### src/rtl/led_pkg.sv
`default_nettype none
// +----------------------------------------------------------------------------+
// | led_pkg: shared defaults and brightness helper for the LED fade stage.     |
// | Rev 1.0                                                                    |
// +----------------------------------------------------------------------------+
package led_pkg;

    localparam int LED_N         = 16;
    localparam int LED_PWM_BITS  = 4;
    localparam int LED_DECAY_DIV = 1024;
    localparam int LED_PWM_MAX   = (1 << LED_PWM_BITS) - 1;

    // Squared brightness with a +MAX bias so that levels 0 and MAX map to themselves.
    function automatic int unsigned led_gamma(input int unsigned level, input int unsigned bits);
        return (level * level + ((32'd1 << bits) - 32'd1)) >> bits;
    endfunction

endpackage
`default_nettype wire

### src/rtl/led_fade_ch.sv
`default_nettype none
// +----------------------------------------------------------------------------+
// | led_fade_ch: one LED channel (level register, load/decay, PWM compare).    |
// | Optional squared brightness curve when LED_FADE_GAMMA_EN is defined.       |
// | Rev 1.0                                                                    |
// +----------------------------------------------------------------------------+
module led_fade_ch
    import led_pkg::*;
#(
    parameter int PWM_BITS = LED_PWM_BITS
) (
    input  logic                clk,
    input  logic                rst,
    input  logic                led_in,
    input  logic                decay_tick,
    input  logic [PWM_BITS-1:0] pwm_cnt,
    output logic                led_out
);

    localparam logic [PWM_BITS-1:0] c_level_max = '1;

    logic [PWM_BITS-1:0] level_q;
    logic [PWM_BITS-1:0] level_d;
    logic [PWM_BITS-1:0] eff;
    logic                led_out_q;
    logic                led_out_d;

`ifdef LED_FADE_GAMMA_EN
    assign eff = PWM_BITS'(led_gamma(32'(level_q), PWM_BITS));
`else
    assign eff = level_q;
`endif

    // A set pattern bit reloads full brightness even in a decay-tick cycle.
    always_comb begin
        level_d = level_q;
        if (led_in) begin
            level_d = c_level_max;
        end else if (decay_tick && (level_q != '0)) begin
            level_d = level_q - 1'b1;
        end
    end

    assign led_out_d = (eff > pwm_cnt);

    always_ff @(posedge clk) begin
        if (rst) begin
            level_q   <= '0;
            led_out_q <= 1'b0;
        end else begin
            level_q   <= level_d;
            led_out_q <= led_out_d;
        end
    end

    assign led_out = led_out_q;

endmodule
`default_nettype wire

### src/rtl/led_fade_pwm.sv
`default_nettype none
// +----------------------------------------------------------------------------+
// | led_fade_pwm: per-channel PWM fade of the rotating LED pattern.            |
// | Build option LED_FADE_GAMMA_EN selects a squared brightness curve.         |
// | Rev 1.0                                                                    |
// +----------------------------------------------------------------------------+
module led_fade_pwm
    import led_pkg::*;
#(
    parameter int N         = LED_N,
    parameter int PWM_BITS  = LED_PWM_BITS,
    parameter int DECAY_DIV = LED_DECAY_DIV
) (
    input  logic         clk,
    input  logic         rst,
    input  logic [N-1:0] led_in,
    output logic [N-1:0] led_out
);

    localparam int DECAY_W = (DECAY_DIV > 1) ? $clog2(DECAY_DIV) : 1;
    // PWM counter stops at MAX-1 so a level of MAX is on for the whole period.
    localparam logic [PWM_BITS-1:0] c_pwm_last   = PWM_BITS'((2 ** PWM_BITS) - 2);
    localparam logic [DECAY_W-1:0]  c_decay_last = DECAY_W'(DECAY_DIV - 1);

    logic [PWM_BITS-1:0] pwm_cnt_q;
    logic [PWM_BITS-1:0] pwm_cnt_d;
    logic [DECAY_W-1:0]  decay_cnt_q;
    logic [DECAY_W-1:0]  decay_cnt_d;
    logic                decay_tick;

    assign decay_tick = (decay_cnt_q == c_decay_last);

    always_comb begin
        pwm_cnt_d   = (pwm_cnt_q == c_pwm_last) ? '0 : pwm_cnt_q + 1'b1;
        decay_cnt_d = decay_tick ? '0 : decay_cnt_q + 1'b1;
    end

    always_ff @(posedge clk) begin
        if (rst) begin
            pwm_cnt_q   <= '0;
            decay_cnt_q <= '0;
        end else begin
            pwm_cnt_q   <= pwm_cnt_d;
            decay_cnt_q <= decay_cnt_d;
        end
    end

    for (genvar i = 0; i < N; i++) begin : g_ch
        led_fade_ch #(
            .PWM_BITS (PWM_BITS)
        ) u_ch (
            .clk        (clk),
            .rst        (rst),
            .led_in     (led_in[i]),
            .decay_tick (decay_tick),
            .pwm_cnt    (pwm_cnt_q),
            .led_out    (led_out[i])
        );
    end

endmodule
`default_nettype wire

### config.mk
export PLATFORM = sky130hd
export DESIGN_NAME = led_fade_pwm
export DESIGN_NICKNAME = d
export VERILOG_FILES = /design/src/rtl/led_pkg.sv /design/src/rtl/led_fade_ch.sv /design/src/rtl/led_fade_pwm.sv
export SDC_FILE = /design/constraint.sdc
export NUM_CORES = 1
export LEC_CHECK = 0
export ABC_AREA = 1
export CAP_MARGIN = 20
export CELL_PAD_IN_SITES_DETAIL_PLACEMENT = 1
export CELL_PAD_IN_SITES_GLOBAL_PLACEMENT = 2
export CORE_ASPECT_RATIO = 1.1
export CORE_UTILIZATION = 35
export CTS_CLUSTER_DIAMETER = 40
export DETAILED_ROUTE_END_ITERATION = 6
export PLACE_DENSITY = 0.81
export SYNTH_ARGS = -nofsm -noshare
export SYNTH_HDL_FRONTEND = slang
export SYNTH_SLANG_ARGS = --single-unit
export TNS_END_PERCENT = 20
### constraint.sdc
create_clock -name clk -period 2.23 [get_ports clk]
set_clock_uncertainty 0.15 [all_clocks]
set_input_delay 0.223 -clock clk [delete_from_list [all_inputs] [get_ports clk]]
set_output_delay 0.223 -clock clk [all_outputs]
set_load 0.03 [all_outputs]
==> out/qor.log <==
[status] status finished clean
[min_path] type of the worst min-delay path flop to flop
[clock_network] Root Buffer Master clkbuf_16
[sta] final-report setup violation count 0
[detailed_routing] number of optimization iterations in the first detailed-route pass 4
[power_and_ir_drop] Leakage Power 0.00354 uW
[worst_setup_path] critical path peak fanout 14
[floorplanning] die width 129 microns
[min_path] launch point of the worst hold path decay_cnt_q[0]
[clock_network] number of buffers on the longest clock path 2
[power_and_ir_drop] Power Density 667 mW/mm^2
[sta] highest clock frequency the design can meet 0.515 GHz
[worst_setup_path] Worst EP required 2.33 ns
[detailed_routing] drt initial violations 103
[grt] antenna violations before repair 0
[grt] first-pass GRT wire length 26.6 mm
[detailed_routing] average via count per standard cell 4.83
[sta] Hold Worst Slack 0.306 ns
[sta] unrepaired setup endpoints after global routing no
[synthesis] Warnings, synthesis 0
[synthesis] Mapped Nets 968
[placement] worst setup slack after placement 0.257 ns
[worst_setup_path] FF-to-FF Start decay_cnt_q[0]
[worst_setup_path] library cell appearing most often on the critical path nand2_1
[sta] number of max-slew violations in the final report 0
[floorplanning] area of the die 0.0183 sq mm
[sta] final critical-path required period 1.94 ns
[floorplanning] vertical extent of the die 142 microns
[synthesis] Synth Area per Inst 7.16 sq um
[worst_setup_path] R2R depth 8
[sta] worst-margin pin slew 0.480 ns
[grt] grt total ovfl 0
[floorplanning] effective utilization at floorplan 36.1%
[detailed_routing] count of unresolved DRC violations after routing 0
[worst_setup_path] ordered list of cells on the worst path ha_1 -> nand2_1 -> nor2_4 -> nand3_2 -> inv_2 -> nand2_1 -> nor3_1 -> nor2_1
[worst_setup_path] max incr delay on CP 0.36 ns
[placement] DPL Wire Length 11.8 mm
[power_and_ir_drop] Sw Share 29.4%
[finish] share of post-route cells with drive strength above 1 5.11%
[min_path] worst min-delay path endpoint decay_cnt_q[0]
[placement] buffers added on ports 33
[synthesis] main area contributors after synthesis dfxtp_1 (30%), ha_1 (17%), nand2_1 (9.0%), nor2_1 (8.8%), nand3_1 (7.8%)
[power_and_ir_drop] clock network fraction of total power 37.6%
[finish] commonest non-fill, non-tap cell in the layout nand2_1
[worst_setup_path] Arrival @ worst endpoint 2.04 ns
[finish] NumNets Final 997
[clock_network] TritonCTS clock tree built
[grt] largest net degree at the start of global routing 46
[clock_network] post-CTS setup buffer count 0
[synthesis] Synth top area share 30.3%
[detailed_routing] wire length per cell 13.5 microns
[detailed_routing] Detailed Route WL 15.3 mm
[detailed_routing] Via Count 5478
[sta] min setup slack post-route 0.287 ns
[clock_network] CTS buffer count 9
[synthesis] cell type with the largest total area after synthesis dfxtp_1
[power_and_ir_drop] part of the power in registers 40.2%
[finish] final core utilization 41.3%
[grt] number of global-route vias before repair 5816
[sta] worst max-slew margin expressed relative to the limit 67.9%
[worst_setup_path] critical path capture point type flop
[synthesis] number of storage elements in the synthesis netlist 94
[power_and_ir_drop] total net switching power 1390 uW
[worst_setup_path] kind of start point of the critical path flop
[clock_network] number of hold buffers added after cts 0
[sta] Hold Fails Final Rpt 0
[floorplanning] Rows 50
[placement] GPL Wtd Cong 0.801
[finish] Inserted Diodes 0
[clock_network] Resized cells post-CTS 0
[clock_network] clock insertion delay at the later pin of the skew report 0.35 ns
[power_and_ir_drop] IR Drop Worst-Case VDD 0.000374 V
[finish] Layout area overhead 14.3%
[worst_setup_path] register-to-register path setup slack 0.29 ns
[synthesis] count of different cell masters after synthesis 30
[grt] overall fraction of global-route tracks in use 18.3%
[clock_network] H-tree depth 3
[power_and_ir_drop] Internal Pwr Total 3340 uW
[synthesis] sequential share of the synthesized area 30.3%
[floorplanning] Core ar. 0.0172 sq mm
[run] max-capacitance violation count 0
[sta] period utilisation layout 87.1%
[clock_network] clock-pin transition on the worst setup and hold timing paths 0.07 ns
[synthesis] Cell Area, Synth 0.00621 sq mm
[min_path] number of cells traversed by the worst hold path 1
[clock_network] Sinks on Clock Net 94
[finish] Layout fillers 2158
[finish] highest-count cells in the layout ignoring fill and taps nand2_1 (149), nor2_1 (146), inv_1 (126)
[worst_setup_path] type of the setup path with the least slack flop to flop
[detailed_routing] antenna viol nets, final 0
[floorplanning] io pins 34
[power_and_ir_drop] Gate power share 22.1%
[synthesis] number of instances in the synthesized netlist 867
[sta] Total Neg Setup Slack 0 ns
[worst_setup_path] worst r2r dst g_ch[11].u_ch.eff[2]
[worst_setup_path] Crit-path slowest cell dfxtp_1
## state kept, by name (all words and copies together) (netlist names)
signal,count
decay_cnt_q,10
g_ch.u_ch.eff,64
g_ch.u_ch.led_out,16
pwm_cnt_q,4
## final cells by class
| type | instances | area, sq um | area share, % |
|---|---|---|---|
| clock buffers | 9 | 225 | 3.17 |
| clock inverters | 7 | 113 | 1.59 |
| inverters | 129 | 484 | 6.82 |
| multi-input cells | 616 | 3650 | 51.4 |
| flip-flops and latches | 94 | 1880 | 26.5 |
| well taps | 234 | 293 | 4.12 |
| repair buffers | 46 | 453 | 6.38 |
## stage by stage
stage          cells  area [sq um]  total power (uW)
2_1_floorplan    867          6210              2710
3_3_place_gp    1119          6760              2940
3_5_place_dp    1119          6760              3010
4_1_cts         1135          7100              4820
5_1_grt         1135          7100              5030
6_report        1135          7100              4740
## synth_stat cells
cell type and number:
o21ai_0 3, clkbuf_1 4, nand3_2 1, a21oi_1 42, buf_6 1, buf_4 17, buf_12 1, nand2_1 149
nor3_1 1, nor2_2 1, xor2_1 14, buf_2 1, nor2_8 5, o21ai_1 1, nor3b_1 1, nand2_2 2
o211ai_1 12, buf_1 4, dfxtp_1 94, nor2_4 4, nand4_1 26, or2_2 1, nand3_1 97, nor2_1 146
inv_1 127, ha_1 83, o21bai_1 1, inv_2 2, xnor2_1 15, nand3b_1 11
## power groups by stage
stage / logic, uW / registers [uW] / clock network (uW)
2_1_floorplan: 792 / 1920 / 0
3_3_place_gp: 999 / 1940 / 0
3_5_place_dp: 1060 / 1950 / 0
4_1_cts: 1070 / 1910 / 1850
5_1_grt: 1210 / 1920 / 1900
6_report: 1050 / 1910 / 1780
## critical path, delay by kind of cell, from the launching register on
| kind | cells | cell delay, ns |
|---|---|---|
| AND/OR/NAND/NOR | 6 | 0.82 |
| flip-flops | 1 | 0.36 |
| buffers and inverters | 1 | 0.32 |
| adder cells (fa/ha/maj) | 1 | 0.18 |
## worst max path at each step
| stage | from | end | slack, ns |
|---|---|---|---|
| after floorplan | decay_cnt_q[0] | g_ch[9].u_ch.eff[3] | 0.58 |
| after global placement | decay_cnt_q[0] | g_ch[11].u_ch.eff[2] | 0.32 |
| after detailed placement | decay_cnt_q[0] | g_ch[11].u_ch.eff[2] | 0.26 |
| after CTS | decay_cnt_q[0] | g_ch[11].u_ch.eff[2] | 0.24 |
| after global routing | decay_cnt_q[0] | g_ch[10].u_ch.eff[2] | 0.08 |
| final | decay_cnt_q[0] | g_ch[11].u_ch.eff[2] | 0.29 |
## layer usage
layer / share of wire [%] / wire (microns) / track usage, %
met1: 45 / 6970 / 20.9
met2: 52 / 7900 / 34.6
met3: 1.3 / 204 / 2.11
met4: 1.6 / 250 / 6.81
met5: 0 / 0 / 0
## logic make-up after synthesis
group / share of synthesized area (%)
and+or+nand+nor: 32.7
DFF: 30.3
adders and majority gates: 16.7
buffers and inverters: 10.9
xor gates and xnor gates: 4.09
AOI/OAI and AO/OA: 5.28
Note: power is estimated with default switching activity, not from simulation.
